--- src/rtl/piso_serializer.sv ---
// piso_serializer: parallel-in serial-out transmitter for the single-bit serial link.
// Latency: first bit on SER_OUT the cycle after the accepting edge; one bit per CLK after that.
// Backpressure: LOAD_READY is high in IDLE and during the final bit of a frame; otherwise low.
//
// Optional build macro: PARITY_EN appends one even-parity bit to each frame (WIDTH+1 cycles).
//
// Ports:
//   CLK, RST       clock and synchronous active-high reset
//   DATA_IN        parallel word, sampled when LOAD_VALID && LOAD_READY
//   LOAD_VALID     source has a word on DATA_IN
//   LOAD_READY     serializer accepts a word this cycle
//   SER_OUT        serial data bit (idles high)
//   SER_VALID      SER_OUT carries a frame bit
//   FRAME_START    first bit of a frame
//   FRAME_END      last bit of a frame (parity bit when PARITY_EN)
//   BUSY           a frame is in progress
module piso_serializer #(
   parameter int WIDTH     = 8,
   parameter int MSB_FIRST = 0
) (
   input  logic             CLK,
   input  logic             RST,
   input  logic [WIDTH-1:0] DATA_IN,
   input  logic             LOAD_VALID,
   output logic             LOAD_READY,
   output logic             SER_OUT,
   output logic             SER_VALID,
   output logic             FRAME_START,
   output logic             FRAME_END,
   output logic             BUSY
);

   localparam int CW = $clog2(WIDTH);

`ifdef PARITY_EN
   typedef enum logic [1:0] {IDLE, SHIFT, PARITY} state_t;
   logic parity_q, parity_n;
`else
   typedef enum logic {IDLE, SHIFT} state_t;
`endif

   state_t           state_q, state_n;
   logic [WIDTH-1:0] shreg_q, shreg_n, shifted;
   logic [CW-1:0]    cnt_q, cnt_n;
   logic             accept, begin_frame, first_bit, next_bit;
   logic             ready_n, ser_n, valid_n, start_n, end_n, busy_n;

   always_comb begin
      accept      = LOAD_VALID && LOAD_READY;
      shifted     = (MSB_FIRST != 0) ? (shreg_q << 1) : (shreg_q >> 1);
      first_bit   = (MSB_FIRST != 0) ? DATA_IN[WIDTH-1] : DATA_IN[0];
      next_bit    = (MSB_FIRST != 0) ? shifted[WIDTH-1] : shifted[0];

      state_n     = state_q;
      shreg_n     = shreg_q;
      cnt_n       = cnt_q;
      begin_frame = 1'b0;
      ready_n     = 1'b1;
      ser_n       = 1'b1;
      valid_n     = 1'b0;
      start_n     = 1'b0;
      end_n       = 1'b0;
      busy_n      = 1'b0;
`ifdef PARITY_EN
      parity_n    = parity_q;
`endif

      case (state_q)
         IDLE: begin
            begin_frame = accept;
         end
         SHIFT: begin
            if (cnt_q == CW'(WIDTH - 1)) begin
`ifdef PARITY_EN
               // Parity cycle carries FRAME_END and opens the load window.
               state_n = PARITY;
               cnt_n   = '0;
               ser_n   = parity_q;
               valid_n = 1'b1;
               busy_n  = 1'b1;
               end_n   = 1'b1;
               ready_n = 1'b1;
`else
               // Final data bit: chain straight into a new word if one is offered.
               begin_frame = accept;
               state_n     = IDLE;
               cnt_n       = '0;
`endif
            end else begin
               shreg_n = shifted;
               cnt_n   = cnt_q + 1'b1;
               ser_n   = next_bit;
               valid_n = 1'b1;
               busy_n  = 1'b1;
`ifdef PARITY_EN
               ready_n = 1'b0;
`else
               // Next cycle is the final data bit: it ends the frame and accepts a word.
               end_n   = (cnt_q == CW'(WIDTH - 2));
               ready_n = (cnt_q == CW'(WIDTH - 2));
`endif
            end
         end
`ifdef PARITY_EN
         PARITY: begin
            begin_frame = accept;
            state_n     = IDLE;
         end
`endif
         default: begin
            state_n = IDLE;
         end
      endcase

      if (begin_frame) begin
         state_n = SHIFT;
         shreg_n = DATA_IN;
         cnt_n   = '0;
         ser_n   = first_bit;
         valid_n = 1'b1;
         start_n = 1'b1;
         busy_n  = 1'b1;
         ready_n = 1'b0;
         end_n   = 1'b0;
`ifdef PARITY_EN
         parity_n = ^DATA_IN;
`endif
      end
   end

   always_ff @(posedge CLK) begin
      if (RST) begin
         state_q     <= IDLE;
         shreg_q     <= '0;
         cnt_q       <= '0;
         LOAD_READY  <= 1'b1;
         SER_OUT     <= 1'b1;
         SER_VALID   <= 1'b0;
         FRAME_START <= 1'b0;
         FRAME_END   <= 1'b0;
         BUSY        <= 1'b0;
`ifdef PARITY_EN
         parity_q    <= 1'b0;
`endif
      end else begin
         state_q     <= state_n;
         shreg_q     <= shreg_n;
         cnt_q       <= cnt_n;
         LOAD_READY  <= ready_n;
         SER_OUT     <= ser_n;
         SER_VALID   <= valid_n;
         FRAME_START <= start_n;
         FRAME_END   <= end_n;
         BUSY        <= busy_n;
`ifdef PARITY_EN
         parity_q    <= parity_n;
`endif
      end
   end

endmodule

--- config.mk ---
export PLATFORM = sky130hd
export DESIGN_NAME = piso_serializer
export DESIGN_NICKNAME = d
export VERILOG_FILES = /design/src/rtl/piso_serializer.sv
export SDC_FILE = /design/constraint.sdc
export NUM_CORES = 1
export LEC_CHECK = 0
export ABC_AREA = 1
export BUFFER_PORTS_ARGS = -buffer_cell sky130_fd_sc_hd__buf_2
export CAP_MARGIN = 20
export CORE_UTILIZATION = 49
export DETAILED_ROUTE_END_ITERATION = 8
export PLACE_DENSITY_LB_ADDON = 0.12
export REMOVE_ABC_BUFFERS = 1
export SYNTH_ARGS = -nofsm -noshare
export SYNTH_HDL_FRONTEND = slang
export SYNTH_SLANG_ARGS = --single-unit
--- constraint.sdc ---
create_clock -name CLK -period 1.74 [get_ports CLK]
set_input_delay 0.261 -clock CLK [delete_from_list [all_inputs] [get_ports CLK]]
set_output_delay 0.261 -clock CLK [all_outputs]
set_load 0.05 [all_outputs]
* Word level (Yosys, flattened, before mapping)
Cells that the tools add are included.
** Storage, ports and cells
- Bits of input ports :: 11
- Bits in registers :: 16
- Output and inout port bits :: 6
- Logic and storage cells :: 33
** Operators by class
- Reduce and logical (&&, ||, !) cells :: 5
- Muxes and demuxes :: 16
- Bitwise operators :: 1
- Eq/ne operators :: 3
- Add/subtract/negate cells :: 1
** Operators with widths (count)
- $mux W8 :: 3
- $mux W1 :: 11
- $eq A3 B3 Y1 const B :: 2
- $reduce_or A4 Y1 :: 1
- $add A3 B1 Y3 const B :: 1
- $mux W3 :: 1
- $ne A2 B2 Y1 const B :: 1
- $pmux W1 S2 :: 1
- $reduce_and A2 Y1 :: 1
- $reduce_bool A2 Y1 :: 1
- $reduce_or A2 Y1 :: 1
- $logic_and A1 B1 Y1 :: 1
- $not A1 Y1 :: 1

* Depth between registers and ports, before layout
Gate-level depths: netlist of run 1.
- Word-level depth :: 5
- Gate-level depth with buffers :: 9
- Depth with buffers taken out :: 8

* Least setup slack after synthesis of run 1
No wires, ideal clock.
- Path kind :: register to register
- Start :: register state_q
- End :: register shreg_q[3]
- Path buffers :: 1
- Slack :: 0.375 ns
- Required time :: 1.631 ns
- Cell stages (with the launch flop) :: 7
- Data arrival time :: 1.256 ns
- Period minus slack after synthesis :: 1.365 ns
- Setup time :: 0.109 ns
- Cells stage by stage :: dfxtp_1 > nand2_2 > buf_6 > nand3_1 > nand3_1 > nand2_1 > inv_1
** Between the ends
- Word-level cells in the longest chain between the ends :: 4
- Elaborated cells between the ends (all ways) :: 6
- Those cells by class :: eq/ne (1); mux (2); bitwise (1); reduce/logical (2)
** Ends and longest elaborated chain
- start, declared :: RTL line 42 : state_t state_q, state_n;
- start signal, assigned :: RTL line 146 : state_q <= state_n;
- $not A1 Y1 (no source line)
- $pmux W1 S2 :: RTL line 68 : case (state_q)
- $ne A2 B2 Y1 (no source line) / $reduce_bool A2 Y1 (equally long branches)
- $reduce_and A2 Y1 (no source line)
- end signal, assigned :: RTL line 147 : shreg_q <= shreg_n;
- end, declared :: RTL line 43 : logic [WIDTH-1:0] shreg_q, shreg_n, shifted;
Several ways; a longest one is shown, not always the timed one.
A chain may end at the register's enable or synchronous reset.

* Final worst setup path of run 1
- Start :: register cnt_q[1]
- End :: register SER_OUT
** Between the ends
- Word-level cells in the longest chain between the ends :: 4
- Elaborated cells between the ends (all ways) :: 6
- Those cells by class :: eq/ne (1); mux (5)
** Ends and longest elaborated chain
- start, declared :: RTL line 44 : logic [CW-1:0] cnt_q, cnt_n;
- start signal, assigned :: RTL line 148 : cnt_q <= cnt_n;
- $eq A3 B3 Y1 (*) :: RTL line 73 : if (cnt_q == CW'(WIDTH - 1)) begin
- $mux W1 :: RTL line 73
- $pmux W1 S2 / $mux W1 (equally long branches) :: RTL line 68
- $mux W1 (*) :: RTL line 115 : if (begin_frame) begin
- end signal, assigned :: RTL line 150 : SER_OUT <= ser_n;
- end, declared :: RTL line 26 : output logic SER_OUT,
Mark *: on every way between the ends. The rest lies on a longest branch, timed or not.

==> reports/metrics.csv, run 1 <==
metric,value,unit
period_share,0.8688,
grt_use_met2,0.3000,
cts_buffers,3,
ant_nets,0,
busiest_layer,met2,
hold_violations,0,
endpoint_kind,flop,
die_area,1504,µm²
grt_pass1_wl,1.980,mm
grt_max_degree,15,
rows,12,
crit_path_start_kind,flop,
core-area,1186,µm²
rsz0062_at_grt,false,
post_cts_buffers,0,
synth_edf_count,0,
drc_errors,0,
placed_area,742.0,µm²
insertion_delay,0.27,ns
cp.required,1.91,ns
synth_ff_type,dfxtp_1,
area_delta_synth_final,15.85,%
fillers,114,
status,completed,
gp_congestion,0.8463,
async_flop_share,0,
hpwl,935.8,µm
viasPerCell,5.103,
critPathKind,reg2reg,
multi_input_area,310.3,µm²
cts_tree,done,
ys_seq_area_frac,0.4528,
arrival,1.68,ns
finalPower,690.1,µW
r2r_cells,8,
ff_latch_area,300.3,µm²
leakage,0.3793,nW
postSynthCellCount,84,
initial_core_util,0.5591,
reg2reg_to,SER_OUT,
wirelength,1.194,mm
setup_viol,0,
r2r_slack,0.23,ns
hold_path.class,in2reg,
grt_use_met1,0.2509,
post_drt_wl_per_cell,10.29,µm
drt_first_pass_iters,4,
cap_violations,0,
slew_headroom,0.8177,
cts_resized,0,
r2r_start,cnt_q[1],
hold_slack,0.1748,ns
finish.instance_area,768.2,µm²
final_util,0.6477,
grtUsageMet3,0.05202,
fin_tns_setup,0,ns
diodes,0,
root_buffer,clkbuf_4,
power_per_cell_area,898.2,nW/µm²
worstHoldStart,DATA_IN[1],
fmax,661.5,MHz
ctsHoldBuffers,0,
drtIter0Drc,17,
path_clk_slew,0.08,ns
fin_skew,0.002416,ns
final_layout_size_suffix_gt1_frac,0.2647,
worstPathMaxFanout,14,
vdd_drop_max,0.4450,mV
slew_viol_final,0,
nets,117,
pin_count,17,
ys.warnings.count,0,
min_path_cells,3,
tightest_slew,0.2725,ns
grt_pass1_vias,499,
cts.htree.levels,1,
netlist_area,663.1,µm²
io_buffers,16,
ys_types,20,
clock_path_buffers,2,
holdPathEnd,shreg_q[1],
avgSynthCellArea,7.894,µm²
fin_crit,1.512,ns
grt_overflow_total,0,
num_vias,592,
ys_seq_elements,15,
antenna_found_initial,0,
die_w,38.79,µm
clock_sinks,15,
fp.dieH,38.79,µm
gr-usage-all-layers,0.2005,
flip-flops by register name, indices dropped and copies added (netlist names):
name / cells
FRAME_END: 1
FRAME_START: 1
LOAD_READY: 1
SER_OUT: 1
cnt_q: 3
shreg_q: 7
state_q: 1
cell families after synthesis:
family,after synthesis,synth area share
AND/OR/NAND/NOR,49,0.3491
buffers and inverters,11,0.07926
adder cells (fa/ha/maj),3,0.05661
AO/OA/AOI/OAI,6,0.06225
flip-flops,15,0.4528
power breakdown:
part	total (mW)	internal [mW]	switching, mW
registers	0.376	0.364	0.0128
clock network	0.189	0.0888	0.101
logic	0.124	0.0366	0.0877
total	0.690	0.489	0.201
layout by cell type, fill, tap and decap left out, drive strengths merged:
master   n
nand2   24
buf     16
dfxtp   15
nand3   13
inv      9
nor2     8
a21oi    4
clkbuf   4
ha       3
nand4    2
o21ai    2
or2      1
nor3     1
critical path, cell delays in order (launching register included):
cell	delay [ns]
dfxtp_1	0.33
ha_1	0.19
ha_1	0.21
inv_1	0.07
nand2_2	0.17
nor2_1	0.22
inv_1	0.08
nor2_1	0.09
nor2_1	0.05
Yosys cell counts, types with 2 or more instances:
library cell | instances | area (µm²)
nand3_1 | 13 | 65.06
a21oi_1 | 3 | 15.01
nand2_1 | 21 | 78.83
ha_1 | 3 | 37.54
inv_1 | 7 | 26.28
nand4_1 | 2 | 12.51
inv_2 | 2 | 7.510
nor2_1 | 6 | 22.52
dfxtp_1 | 15 | 300.3
nand2_2 | 2 | 12.51
worst max path at each step:
stage	start	endpoint	slack (ns)	depth (start not counted)
3_3_place_gp	cnt_q[1]	SER_OUT	0.31	8
2_1_floorplan	state_q	SER_OUT	-0.14	5
4_1_cts	cnt_q[1]	SER_OUT	0.24	8
5_1_grt	cnt_q[1]	SER_OUT	0.07	8
6_report	cnt_q[1]	SER_OUT	0.23	8
3_5_place_dp	cnt_q[1]	SER_OUT	0.24	8
stage by stage:
| stage | setup WS [ns] | cells |
|---|---|---|
| after floorplan | -0.1424 | 82 |
| after global placement | 0.3111 | 112 |
| after detailed placement | 0.2376 | 112 |
| after CTS | 0.2353 | 116 |
| after global routing | 0.07191 | 116 |
| final | 0.2282 | 116 |
per-layer routing:
metal / wire length (µm) / share of wire
met4: 19 / 0.016
met2: 546 / 0.46
met1: 565 / 0.47
met3: 62 / 0.052
met5: 0 / 0
layout make-up:
type	instances	share of cell area
clock buffers	4	0.03420
well taps	14	0.02280
multi-input cells	58	0.4039
inverters	9	0.04397
repair buffers	16	0.1042
flip-flops and latches	15	0.3909
(Power assumes the default switching activity.)
==> run 2: changes to the inputs <==
Settings changed: PLACE_DENSITY_LB_ADDON 0.12 to 0.25, RECOVER_POWER set to 25.
==> reports/metrics.csv, run 2 (synthesis results as in run 1) <==
metric,value,unit,change
status,completed,,
drc_errors,0,,unchanged
cpMaxStageDelayCell,dfxtp_1,,
grt_pass1_vias,427,,-14%
fmax,662.3,MHz,+0.13%
cts_tree,done,,
fp.dieH,38.79,µm,unchanged
hold_violations,0,,unchanged
post_cts_buffers,0,,unchanged
area_delta_synth_final,15.28,%,
wirelength,1.168,mm,-2.2%
cts.htree.levels,1,,unchanged
fin_tns_setup,0,ns,unchanged
final_layout_size_suffix_gt1_frac,0.2353,,-0.02941
antenna_found_initial,0,,unchanged
drt_first_pass_iters,4,,unchanged
fin_crit,1.510,ns,-0.001893 ns
slew_viol_final,0,,unchanged
slew_headroom,0.6096,,-0.2080
cp.required,1.92,ns,about the same
largest_reg_flops,7,,unchanged
vdd_drop_max,0.4949,mV,+11%
dpl.cell_count,112,,unchanged
clock_sinks,15,,unchanged
die_area,1504,µm²,unchanged
tightest_slew,0.5881,ns,+0.3156 ns
hold_path.class,in2reg,,
hold_slack,0.1802,ns,+0.005410 ns
cts_resized,0,,unchanged
period_share,0.8677,,-0.001088
clock_path_buffers,2,,unchanged
path_clk_slew,0.09,ns,about the same
finalPower,693.5,µW,+0.49%
cp_slowest_stage_delay,0.33,ns,about the same
insertion_delay,0.28,ns,about the same
worst-path-buf-inv,2,,unchanged
rows,12,,unchanged
num_vias,580,,-2.0%
worstPathMaxFanout,14,,unchanged
ant_nets,0,,unchanged
crit_family,simple AND/OR/NAND/NOR gates,,
die_w,38.79,µm,unchanged
grt_overflow_total,0,,unchanged
drtIter0Drc,16,,-1
fillers,120,,+5.3%
setup_viol,0,,unchanged
ff_latch_area,300.3,µm²,unchanged
crit_path_start_kind,flop,,
gp_congestion,0.7883,,-6.9%
largest_register,shreg_q,,
gr-usage-all-layers,0.1787,,-0.02174
leakage,0.3699,nW,-2.5%
endpoint_kind,flop,,
final_cell_mix,"nand2_1 (21), dfxtp_1 (15), nand3_1 (13)",,
viasPerCell,5.000,,-2.0%
layoutNonFillerInstCount,116,,unchanged
initial_core_util,0.5591,,unchanged
power_per_cell_area,907.1,nW/µm²,+0.98%
cp_common_cell,nor2_1,,
diodes,0,,unchanged
io_buffers,16,,unchanged
reg_top3,"shreg_q: 7 flops, cnt_q: 3 flops",,
grt_max_degree,15,,unchanged
cts_buffers,3,,unchanged
post_drt_wl_per_cell,10.07,µm,-2.2%
multi_input_area,310.3,µm²,unchanged
final_util,0.6445,,-0.003164
layout_commonest_cell,nand2_1,,
core-area,1186,µm²,unchanged
rsz0062_at_grt,false,,
pin_count,17,,unchanged
crit_chain,ha_1 > ha_1 > inv_1 > nand2_2 > nor2_1 > inv_1 > nor2_1 > nor2_1,,
arrival,1.68,ns,about the same
ctsHoldBuffers,0,,unchanged
cap_violations,0,,unchanged
fin_skew,0.003449,ns,+0.001033 ns
critPathKind,reg2reg,,
root_buffer,clkbuf_4,,
hpwl,886.2,µm,-5.3%
nets,117,,unchanged
grt_pass1_wl,1.807,mm,-8.7%
-- run 2: cell types whose count changed in the layout (fill, tap and decap cells not counted), sizes merged --
cell / change
clkinv: +1
clkbuf: +3
buf: -4
-- run 2: worst paths after layout --
check / cells after the start / startpoint / to / slack, ns
setup / recovery: 8 / cnt_q[0] / SER_OUT / 0.23
hold / removal: 3 / DATA_IN[1] / shreg_q[1] / 0.18
setup reg to reg: 8 / cnt_q[0] / SER_OUT / 0.23
hold reg to reg: 2 / shreg_q[3] / shreg_q[2] / 0.49
-- run 2: metrics by stage --
stage          instance area (µm²)  setup WS [ns]
6_report                     764.5         0.2301
5_1_grt                      764.5         0.1376
4_1_cts                      769.5         0.2404
3_5_place_dp                 742.0         0.2581
3_3_place_gp                 742.0         0.3226
2_1_floorplan                644.4        -0.1424
-- run 2: worst reg2reg max path, stage by stage, from the launching register on --
cell and delay, ns:
dfxtp_1 0.33, ha_1 0.20, ha_1 0.20, inv_1 0.07
nand2_2 0.18, nor2_1 0.21, inv_1 0.08, nor2_1 0.10
nor2_1 0.05
-- run 2: cell type report --
class / instances / area share
Clock buffer: 3 / 0.02946
Clock inverter: 1 / 0.006547
Inverter: 9 / 0.04419
Multi-Input combinational cell: 58 / 0.4059
Sequential cell: 15 / 0.3928
Tap cell: 14 / 0.02291
Timing Repair Buffer: 16 / 0.09820
-- run 2: power by group --
part	leakage [nW]	switching [mW]	total (mW)	internal [mW]
clock network	0.0177	0.109	0.194	0.0851
logic	0.229	0.0882	0.123	0.0352
registers	0.123	0.0127	0.376	0.364
total	0.370	0.210	0.693	0.484
-- run 2: routing by layer --
metal  vias to the layer above  GRT usage  wire length (µm)
li1                        302          -                 -
met1                       254     0.2366               560
met2                        19     0.2667               519
met3                         5    0.03468                66
met4                         0     0.1034                22
met5                         -          0                 0
==> run 3: changes to the inputs <==
Settings changed: ABC_AREA 1 to unset, CORE_UTILIZATION 49 to 50.
==> reports/metrics.csv, run 3 <==
metric,value,unit,change
path_clk_slew,0.09,ns,about the same
grtUsageMet3,0.03333,,-0.001349
die_w,40.39,µm,+4.1%
layout_setup_ws,0.2017,ns,-0.02840 ns
period_share,0.8841,,+0.01632
fin_tns_setup,0,ns,unchanged
post-place-ws,0.2425,ns,-0.01567 ns
setup_viol,0,,unchanged
comb_power_share,0.195,,+0.017
grt_use_met1,0.2426,,+0.006064
avgSynthCellArea,10.38,µm²,+31%
insertion_delay,0.28,ns,about the same
hold_violations,0,,unchanged
drtIter0Drc,10,,-6
final_cell_mix,"dfxtp_1 (15), buf_2 (13), nand3_1 (9)",,
post_cts_buffers,0,,unchanged
grt_pass1_wl,1.890,mm,+4.6%
swShare,0.3110,,+0.008884
switching_power,226.9,µW,+8.3%
netlist_area,737.0,µm²,+11%
io_buffers,16,,unchanged
grt_max_degree,15,,unchanged
ys_top_cells_by_area,"dfxtp_1 (41%), a311oi_2 (12%), nand3_1 (6.1%), ha_1 (5.1%), buf_6 (4.6%)",,
seq_power_share,0.536,,-0.007
die_area,1631,µm²,+8.4%
post_drt_wl_per_cell,13.01,µm,+29%
rows,13,,+1
area_delta_synth_final,7.980,%,
ctsHoldBuffers,0,,unchanged
arrival,1.73,ns,+0.05 ns
slew_viol_final,0,,unchanged
final_layout_size_suffix_gt1_frac,0.3412,,+0.1059
grt_use_met2,0.2619,,-0.004762
hpwl,882.2,µm,-0.45%
clock_sinks,15,,unchanged
synth.top_cell.area_share,0.4075,,-0.04536
synth_top_area_cell,dfxtp_1,,
fp.dieH,40.39,µm,+4.1%
rsz0062_at_grt,false,,
status,completed,,
leakage,0.3210,nW,-13%
reg_top3,"shreg_q: 7 flops, cnt_q: 3 flops",,
synth_edf_count,0,,unchanged
ant_nets,0,,unchanged
drc_errors,0,,unchanged
vdd_drop_max,0.6426,mV,+30%
internal-power,502.5,µW,+3.8%
cp.required,1.93,ns,about the same
diodes,0,,unchanged
busiest_layer,met2,,
drt_first_pass_iters,4,,unchanged
viasPerCell,5.470,,+9.4%
grt_overflow_total,0,,unchanged
largest_reg_flops,7,,unchanged
synth_ff_type,dfxtp_1,,
slew_headroom,0.6092,,about the same
critPathKind,reg2reg,,
yosysMostFrequentCell,dfxtp_1,,
ys_types,23,,+15%
initial_core_util,0.5525,,-0.006538
postSynthCellCount,71,,-15%
power_per_cell_area,916.5,nW/µm²,+1.0%
finalPower,729.3,µW,+5.2%
cts_buffers,3,,unchanged
tightest_slew,0.5887,ns,+0.0006467 ns
ys.warnings.count,0,,unchanged
gr-usage-all-layers,0.1793,,+0.0005977
gp_congestion,0.7308,,-7.3%
fin_skew,0.0008774,ns,-0.002571 ns
pin_count,17,,unchanged
antenna_found_initial,0,,unchanged
endpoint_kind,flop,,
hold_path.class,in2reg,,
cts.htree.levels,1,,unchanged
crit_path_start_kind,flop,,
nets,100,,-15%
worstPathMaxFanout,14,,unchanged
async_flop_share,0,,unchanged
wirelength,1.301,mm,+11%
fin_crit,1.538,ns,+0.02840 ns
clock_path_buffers,2,,unchanged
ys_seq_area_frac,0.4075,,-0.04536
fmax,650.1,MHz,-1.8%
largest_register,shreg_q,,
cts_tree,done,,
clkPwrFrac,0.268,,-0.011
ys_seq_elements,15,,unchanged
cts_resized,0,,unchanged
grt_pass1_vias,407,,-4.7%
num_vias,547,,-5.7%
core-area,1334,µm²,+12%
synthTopCellsByCount,"dfxtp_1 (15), nand3_1 (9), nand2_1 (7), a311oi_2 (6), nor2_1 (6)",,
layout_commonest_cell,dfxtp_1,,
cap_violations,0,,unchanged
root_buffer,clkbuf_4,,
-- run 3: changes by cell type in the layout (fill, tap and decap cells not counted), sizes merged, moves of 2 or more --
cell    change
o21ai       -2
nand2      -16
nor3        +2
nand3b      +3
nand3       -4
nand4       -2
inv         -8
a311oi      +6
-- run 3: path summary, 6_finish.rpt --
kind | from | to | slack, ns | depth (start not counted)
min reg2reg | cnt_q[2] | cnt_q[2] | 0.51 | 2
max | cnt_q[0] | shreg_q[5] | 0.20 | 5
max reg2reg | cnt_q[0] | shreg_q[5] | 0.20 | 5
min | DATA_IN[0] | SER_OUT | 0.23 | 3
-- run 3: final cells by class --
type                            instances  area [µm²]
Clock inverter                          1       5.005
Sequential cell                        15       300.3
Timing Repair Buffer                   16       76.32
Multi-Input combinational cell         49       369.1
Tap cell                               15       18.77
Fill cell                             130       538.0
Clock buffer                            3       22.52
Inverter                                1       3.754
-- run 3: cells by family after synthesis --
logic type	after synthesis	synth area share
flops	15	0.4075
fa+ha+maj	3	0.05094
simple gates	33	0.2547
compound gates	12	0.1851
buf+inv	7	0.08827
mux	1	0.01358
-- run 3: worst max-delay path, stage by stage (launching register included) --
cell,delay [ns]
dfxtp_1,0.39
ha_1,0.16
ha_1,0.18
nand2b_2,0.37
nor2_1,0.09
a311oi_2,0.26
-- run 3: power groups by stage --
stage          clock network, mW  registers [mW]  logic (mW)
2_1_floorplan                  0           0.426      0.0729
3_3_place_gp                   0           0.398       0.142
3_5_place_dp                   0           0.400       0.144
4_1_cts                    0.197           0.391       0.145
5_1_grt                    0.221           0.395       0.152
6_report                   0.196           0.391       0.142
-- run 3: per-stage QoR --
step	instance area [µm²]	hold slack [ns]	util	instances
after floorplan	675.6	0.3248	-	65
after global placement	774.5	0.4788	0.5807	96
after detailed placement	774.5	0.4991	0.5807	96
after CTS	802.0	0.2343	0.6013	100
after global routing	795.8	0.2487	0.5966	100
final	795.8	0.2255	0.5966	100
-- run 3: per-layer routing --
metal  vias to the layer above  part of all wire
li1                        280                 -
met1                       248              0.47
met2                        15              0.48
met3                         4             0.039
met4                         0             0.016
met5                         -                 0
